$ cat config.mk
export PLATFORM = sky130hd
export DESIGN_NAME = icache_dm
export DESIGN_NICKNAME = d
export VERILOG_FILES = /design/src/rtl/icache_dm.sv
export SDC_FILE = /design/constraint.sdc
export NUM_CORES = 2
export LEC_CHECK = 0
export ABC_CLOCK_PERIOD_IN_PS = 5110
export BUFFER_PORTS_ARGS = -buffer_cell sky130_fd_sc_hd__clkbuf_2
export CAP_MARGIN = 10
export CORE_ASPECT_RATIO = 1.1
export CORE_UTILIZATION = 60
export CTS_BUF_LIST = sky130_fd_sc_hd__clkbuf_4 sky130_fd_sc_hd__clkbuf_8 sky130_fd_sc_hd__clkbuf_16
export DETAILED_ROUTE_END_ITERATION = 8
export PLACE_DENSITY = 0.87
export SLEW_MARGIN = 20
export SYNTH_ARGS = -nofsm -noshare
export SYNTH_HDL_FRONTEND = slang
export SYNTH_SLANG_ARGS = --single-unit
$ cat constraint.sdc
create_clock -name clk -period 5.11 [get_ports clk]
set_input_delay 0.511 -clock clk [delete_from_list [all_inputs] [get_ports clk]]
set_output_delay 0.511 -clock clk [all_outputs]
set_load 0.01 [all_outputs]
$ cat src/rtl/icache_dm.sv
// icache_dm: direct-mapped, read-only instruction cache.
// A hit returns the word combinationally in the lookup cycle.
// A miss stalls fetch and refills the whole line with a sequential req/ack burst.
// Optional build macro ICACHE_STATS_EN adds hit/miss counters; otherwise they read as 0.
module icache_dm #(
   parameter int unsigned LINES = 16,
   parameter int unsigned WORDS = 4
) (
   input  logic        clk,
   input  logic        reset,
   input  logic [31:0] pc,
   output logic [31:0] instr,
   output logic        stall,
   input  logic        invalidate,
   output logic        mem_req,
   output logic [31:0] mem_addr,
   input  logic        mem_ack,
   input  logic [31:0] mem_rdata,
   output logic [31:0] hit_count,
   output logic [31:0] miss_count
);

   localparam int unsigned OFF_W  = $clog2(WORDS);
   localparam int unsigned IDX_W  = $clog2(LINES);
   localparam int unsigned TAG_W  = 30 - OFF_W - IDX_W;
   localparam int unsigned LINE_W = IDX_W + OFF_W;
   localparam logic [31:0] LINE_MASK = 32'(WORDS * 4 - 1);

   typedef enum logic {
      IDLE,
      REFILL
   } state_t;

   state_t state;
   state_t next_state;

   logic [OFF_W-1:0]       off;
   logic [IDX_W-1:0]       idx;
   logic [TAG_W-1:0]       tag;

   logic [LINES-1:0]       valid;
   logic [TAG_W-1:0]       tag_mem  [LINES];
   logic [31:0]            data_mem [LINES*WORDS];

   // Tag and index of the line being refilled, captured when the miss is detected.
   logic [TAG_W+IDX_W-1:0] base_q;
   logic [IDX_W-1:0]       r_idx;
   logic [TAG_W-1:0]       r_tag;
   logic [OFF_W-1:0]       word_cnt;

   logic                   hit;
   logic                   start_refill;
   logic                   fill_we;
   logic                   last_ack;

   assign off   = pc[OFF_W+1:2];
   assign idx   = pc[LINE_W+1:OFF_W+2];
   assign tag   = pc[31:LINE_W+2];

   assign r_idx = base_q[IDX_W-1:0];
   assign r_tag = base_q[TAG_W+IDX_W-1:IDX_W];

   assign hit          = valid[idx] && (tag_mem[idx] == tag) && (state == IDLE);
   assign start_refill = (state == IDLE) && !hit && !invalidate;
   assign fill_we      = (state == REFILL) && mem_ack;
   assign last_ack     = fill_we && (word_cnt == OFF_W'(WORDS - 1));

   assign instr = data_mem[{idx, off}];

   // State register.
   always_ff @(posedge clk or negedge reset) begin
      if (!reset) begin
         state <= IDLE;
      end else begin
         state <= next_state;
      end
   end

   // Next-state and stall decode.
   always_comb begin
      next_state = state;
      stall      = 1'b1;
      case (state)
         IDLE: begin
            stall = ~hit;
            if (start_refill) begin
               next_state = REFILL;
            end
         end
         REFILL: begin
            if (last_ack) begin
               next_state = IDLE;
            end
         end
         default: begin
            next_state = IDLE;
         end
      endcase
   end

   // Refill sequencing: latched line base, word counter and registered bus request.
   always_ff @(posedge clk or negedge reset) begin
      if (!reset) begin
         base_q   <= '0;
         word_cnt <= '0;
         mem_req  <= 1'b0;
         mem_addr <= '0;
      end else if (start_refill) begin
         base_q   <= {tag, idx};
         word_cnt <= '0;
         mem_req  <= 1'b1;
         mem_addr <= pc & ~LINE_MASK;
      end else if (fill_we) begin
         word_cnt <= word_cnt + OFF_W'(1);
         if (last_ack) begin
            mem_req  <= 1'b0;
            mem_addr <= '0;
         end else begin
            mem_addr <= mem_addr + 32'd4;
         end
      end
   end

   // Valid bits: invalidate takes priority over the completing refill.
   always_ff @(posedge clk or negedge reset) begin
      if (!reset) begin
         valid <= '0;
      end else if (invalidate) begin
         valid <= '0;
      end else if (last_ack) begin
         valid[r_idx] <= 1'b1;
      end
   end

   // Tag and data arrays, written only by the refill and never reset.
   always_ff @(posedge clk) begin
      if (fill_we) begin
         data_mem[{r_idx, word_cnt}] <= mem_rdata;
      end
      if (last_ack) begin
         tag_mem[r_idx] <= r_tag;
      end
   end

`ifdef ICACHE_STATS_EN
   logic [31:0] hit_q;
   logic [31:0] miss_q;

   // Hit and miss statistics, wrapping modulo 2^32.
   always_ff @(posedge clk or negedge reset) begin
      if (!reset) begin
         hit_q  <= '0;
         miss_q <= '0;
      end else begin
         if (hit) begin
            hit_q <= hit_q + 32'd1;
         end
         if (start_refill) begin
            miss_q <= miss_q + 32'd1;
         end
      end
   end

   assign hit_count  = hit_q;
   assign miss_count = miss_q;
`else
   assign hit_count  = '0;
   assign miss_count = '0;
`endif

endmodule

## Word level (Yosys, flattened, before mapping)

Memories as Yosys holds them, arrays and structs flattened.
Cells that the tools add are included.

| cells by class | value |
|---|---|
| add/subtract/negate cells | 2 |
| magnitude comparators | 3 |
| eq/ne operators | 2 |
| mux-type cells | 22 |
| bitwise logic cells | 3 |
| reductions and logical operators | 13 |

Operators by type and width:

| cell | number |
|---|---|
| 32-bit 2-to-1 mux | 3 |
| 32-bit by 3-bit adder with 32-bit output (second input constant) | 1 |
| 16-bit 2-to-1 mux | 2 |
| 24-bit equality test | 1 |
| 16-bit OR | 1 |
| 1-bit 2-to-1 mux | 12 |
| 4-bit by 5-bit < comparator with 1-bit output (second input constant) | 2 |
| 1-bit logical AND | 7 |
| 2-bit nonzero test | 3 |
| 1-bit binary-select mux with 4-bit select | 1 |
| 1-bit demux with 4-bit select | 1 |
| 4-bit by 1-bit >= comparator with 1-bit output (second input constant) | 1 |
| 2-bit 2-to-1 mux | 2 |
| 2-bit by 1-bit adder with 2-bit output (second input constant) | 1 |
| 2-bit equality test (second input constant) | 1 |
| 1-bit logical NOT | 2 |
| 1-bit NOT | 2 |
| 1-bit case mux with 2 select lines | 1 |
| 2-bit AND reduction | 1 |

| storage, ports and cells | value |
|---|---|
| register bits after elaboration | 80 |
| memory bits (writable) | 2,432 |
| input bits | 68 |
| output and inout bits | 130 |
| logic and storage cells | 53 |
| memories | 2 |

Memory list:

| memory | depth | bits a word | rd ports | clocked after memory_dff | write ports | line | text |
|---|---|---|---|---|---|---|---|
| data_mem | 64 | 32 | 1 | 0 | 1 | 43 | `logic [31:0] data_mem [LINES*WORDS];` |
| tag_mem | 16 | 24 | 1 | 0 | 1 | 42 | `logic [TAG_W-1:0] tag_mem [LINES];` |

## Logic depth before layout (Yosys ltp)

| logic depth | value |
|---|---|
| depth after elaboration | 9 |
| mapped depth | 15 |
| depth with buffers taken out | 9 |

## Worst setup path before layout

No wires, ideal clock.

| path | value |
|---|---|
| path kind | input-to-output |
| from | in pc[6] |
| to | out instr[0] |
| arrival | 3.279 ns |
| data required time | 4.599 ns |
| slack | 1.320 ns |
| stages on the path | 8 |
| cells stage by stage | buf_4 buf_4 clkinv_1 clkbuf_1 buf_1 buf_1 mux4_2 mux4_2 |

| on the way | value |
|---|---|
| longest elaborated chain between the ends | 1 |

RTL lines:

| what | line | text |
|---|---|---|
| start: declaration | 11 | `input logic [31:0] pc,` |
| memory 64 x 32 bit | - |  |
| end: declaration | 12 | `output logic [31:0] instr,` |

No other way between the ends.

## Worst setup path after layout

| path | value |
|---|---|
| from | in pc[6] |
| to | out stall |

| on the way | value |
|---|---|
| longest elaborated chain between the ends | 6 |

RTL lines:

| what | line | text |
|---|---|---|
| memory 16 x 24 bit or 1-bit binary-select mux with 4-bit select (tied branches) | - |  |
| 24-bit equality test or 1-bit 2-to-1 mux (tied branches) | 63 | `assign hit = valid[idx] && (tag_mem[idx] == tag) && (state == IDLE);` |
| 1-bit logical AND (*) (2 in a row) | 63 |  |
| 1-bit NOT (*) | 85 | `stall = ~hit;` |
| 1-bit 2-to-1 mux (*) | 83 | `case (state)` |
| end: declaration | 13 | `output logic stall,` |

Mark *: on every way between the ends. The rest lies on a longest branch, timed or not. The select of a mux whose other input is x is not followed.

==> results.md <==
* Outcome: finished clean
* Post-synthesis xor/xnor area fraction at 0.002518
* Arrival time worst endpoint at 4.22 ns
* Critical path type: input pin to primary output
* CTS clock-pin slew for the worst setup and hold paths at 0.07 ns
* Starting Density at 0.6061
* Placed cell area at between 0.1 and 0.15 mm²
* Vias in the first global route at 52,420
* Max FO, Critical Path at 36
* Unrepaired setup endpoints after global routing: no
* Met2 Track Usage GR at 0.5871
* Final number of setup-violating endpoints at 0
* Count of cell types in the netlist at 66
* Drt first-iter violations at 10,830
* Fillers at 8,679
* Hold crit path type: input pin to flip-flop
* Post-DP HPWL at around 150,000 µm
* Root buf cell: clkbuf_16
* Final net count at 4,587
* Post-layout util at 0.6820
* Sequential Power Share at 0.530
* Ys Warns at 0
* Adder-Cell Fraction of Synth Area at 0.0002569
* R2r startpoint: state$_DFF_PN0_
* Rel. slew slack at 0.1200
* Simple-Gate Fraction of Synth Area at 0.01616
* CP required at 4.60 ns
* Setup Total Neg Slack at 0 ns
* Synth top area cells: edfxtp_1 (75%), mux4_2 (17%), dfrtp_1 (2.0%)
* Hold_sp: pc[10]
* Antenna-violating nets left at 0
* Sequential fraction of the synthesis area at 0.7699
* Cells after synthesis at 4,203
* Clock power share at 0.382
* Int Pwr at between 30,000 and 40,000 µW
* Synth Register Bits at about 2,500
* Drt wl/cell at 44.77 µm
* Area growth, synth to finish at 12.54%
* Resize count post-CTS at 0
* Grt met3 use at 0.1227
* F_max at 211.3 MHz
* Endpoint class of the critical path: primary output
* Post-synth top area share at 0.7498
* Die Ht at 424.6 µm
* WL final at 305,500 µm
* CP startpoint kind: input pin
* WHS Endpoint: base_q[6]$_DFFE_PN0P_
* GRT Max-Usage Layer: met2
* Hold Violations, Final at 0
* Asr flop ratio synth at 0.03108
* Post-Syn Area at 0.09739 mm²
* Layout cells sized above 1 at 0.3244
* PD cells at around 430 mW/mm²
* Row count at around 150
* I/O pin cnt at 198
* Least-Margin Pin Slew at 1.317 ns
* Number of flops mapped to enable cells by yosys at ~2,400
* Total congestion overflow at 0
* Syn_area_per_cell at 23.17 µm²
* Combinational Power Share at 0.088
* Clk sinks at ~2,500
* Most common cell after layout, fill and taps aside: edfxtp_1
* Die X-Extent at 386.1 µm
* Clk_lat worst skew at 0.89 ns
* H-Tree Depth at 4
* DRC at 0
* Leak Pwr at ~0.035 µW
* Period utilisation layout at 0.9261
* Initial antenna violation count at 25
* Overall power at 46,650 µW
* RD Place Congestion at 0.8588
* Post-route clock skew at 0.02963 ns
* WHS Path Cells at 2
* Post-route cell area at 0.1096 mm²
* I/O Buffers at 129
* CTS tree: built
* Compound-Gate Fraction of Synth Area at 0.01317
* Multiplexer share of the synthesized area at 0.1824
* Core area at 0.1607 mm²
* GRT Total Usage at 0.3790
* Max_cap viols at 0
* Pre-Repair DR Iteration Count at 8
* Top_reg_cell synth: edfxtp_1
* Sw Pwr at 11,630 µW
* Clk buf depth at 3
* Net Sw Frac at 0.2493
* Vias at 52,280
* Terminus of the critical flop-to-flop path: data_mem[12][9]$_DFFE_PP_
* Commonest non-fill, non-tap cells in the layout: edfxtp_1 (2,432), mux4_2 (745), clkbuf_16 (229), buf_4 (137), clkbuf_2 (95)
* CTS Buf Count at around 230
* Main combinational cell family by area after synthesis: multiplexers
* Largest net degree at the start of global routing at approximately 80
* Via/cell ratio at roughly 7.7
* Register-to-register setup slack at 0.98 ns
* First-pass GRT wire length at approximately 420,000 µm
* Cell accounting for the most synthesized area: edfxtp_1
* M1 GR Usage at 0.4622
* Peak VDD IR at 0.0004000 V
* Final Max Tran Viols at 0
* Die area at 0.1639 mm²
* Minimum clock period at 4.732 ns
* Worst R2R Path Depth at 4
how the worst max path moves through the flow:
stage / slack, ns / startpoint / depth (start not counted) / endpoint
global route: 0.37 / pc[5] / 12 / stall
CTS: 0.41 / pc[6] / 12 / stall
floorplan: 1.32 / pc[6] / 8 / instr[0]
finish: 0.38 / pc[6] / 12 / stall
detailed placement: 0.53 / pc[6] / 12 / stall
global placement: 0.70 / pc[6] / 12 / stall
metrics by stage:
stage,instances,setup slack [ns],hold WS [ns]
floorplan,4268,1.320,0.2154
global placement,6376,0.7029,0.4744
detailed placement,6376,0.5281,0.4844
CTS,6807,0.4136,0.003494
global route,6818,0.3668,0.01979
finish,6824,0.3775,0.02697
power groups by stage:
stage / sequential, µW / clock (µW) / combinational, µW
after floorplan: 24700 / 0 / 2120
after global placement: 24900 / 0 / 3600
after detailed placement: 25100 / 0 / 3830
after CTS: 24700 / 17800 / 3970
after global routing: 24800 / 18500 / 4180
final: 24700 / 17800 / 4100
state kept, by name (all words and copies together), names as in the netlist:
name and count:
mem_req 1, tag_mem 384, state 1, mem_addr 30, valid 16, data_mem 2048, word_cnt 2, base_q 28
kinds of logic (layout without fill, tap and decap cells):
kind of cell	Yosys count	in the layout
buffers and inverters	302	741
AND/OR/NAND/NOR	342	342
adder cells (fa/ha/maj)	2	2
multiplexers	841	841
other	1	77
flip-flops	2510	2510
AO/OA/AOI/OAI	177	177
XOR/XNOR	28	28
cells in the mapped netlist (4+ instances only):
| cell | count |
|---|---|
| edfxtp_1 | 2432 |
| mux4_2 | 745 |
| nor2_1 | 138 |
| clkbuf_1 | 132 |
| buf_4 | 82 |
| nand2_1 | 81 |
| dfrtp_1 | 78 |
| mux2i_1 | 73 |
| buf_1 | 42 |
| o21ai_0 | 37 |
| nand3_1 | 26 |
| nor2b_1 | 25 |
| mux2_2 | 23 |
| buf_2 | 21 |
| nor3_1 | 19 |
| a21oi_1 | 18 |
| a31oi_1 | 18 |
| inv_1 | 18 |
| a211oi_1 | 17 |
| a22oi_1 | 17 |
| xnor2_1 | 15 |
| xor2_1 | 13 |
| and3_1 | 11 |
| nand4_1 | 9 |
| a221o_1 | 7 |
| o21ba_2 | 7 |
| o22ai_1 | 7 |
| a22o_1 | 6 |
| buf_6 | 6 |
| o211ai_1 | 6 |
| a21o_1 | 5 |
| nor4_1 | 5 |
| a221oi_1 | 4 |
| nand2b_1 | 4 |
| or3_1 | 4 |
area by class of cell:
| cell class | instances | area [µm²] | share of cell area |
|---|---|---|---|
| Clock inverter | 147 | 1499 | 0.01368 |
| Antenna cell | 11 | 27.53 | 0.0002511 |
| Tap cell | 2106 | 2635 | 0.02404 |
| Multi-Input combinational cell | 1456 | 21700 | 0.1980 |
| Inverter | 19 | 80.08 | 0.0007306 |
| Clock buffer | 273 | 6061 | 0.05530 |
| Timing Repair Buffer | 302 | 2621 | 0.02392 |
| Sequential cell | 2510 | 74980 | 0.6841 |
layer usage:
layer | vias up | share of wire | routed length [µm]
met2 | 6131 | 0.47 | 144500
met5 | - | 0.00066 | 202
met1 | 26200 | 0.29 | 89140
met4 | 30 | 0.083 | 25250
li1 | 18410 | - | -
met3 | 1504 | 0.15 | 46450
worst max-delay path, stage by stage:
cell and delay, ns:
buf_6 0.41, buf_4 0.40, buf_4 0.27, mux4_2 0.32, mux2i_1 0.32, xor2_1 0.24, a21oi_1 0.10, nor3_1 0.43
buf_4 0.23, nand4_1 0.13, or3b_2 0.62, clkbuf_2 0.18
timing repair:
action / in CTS / in global routing
endpoints found under the hold margin: 93 / 0
hold buffers: 11 / 0
endpoints found under the setup margin: 0 / 0
setup buffers: 0 / 0
(Power assumes the default switching activity.)
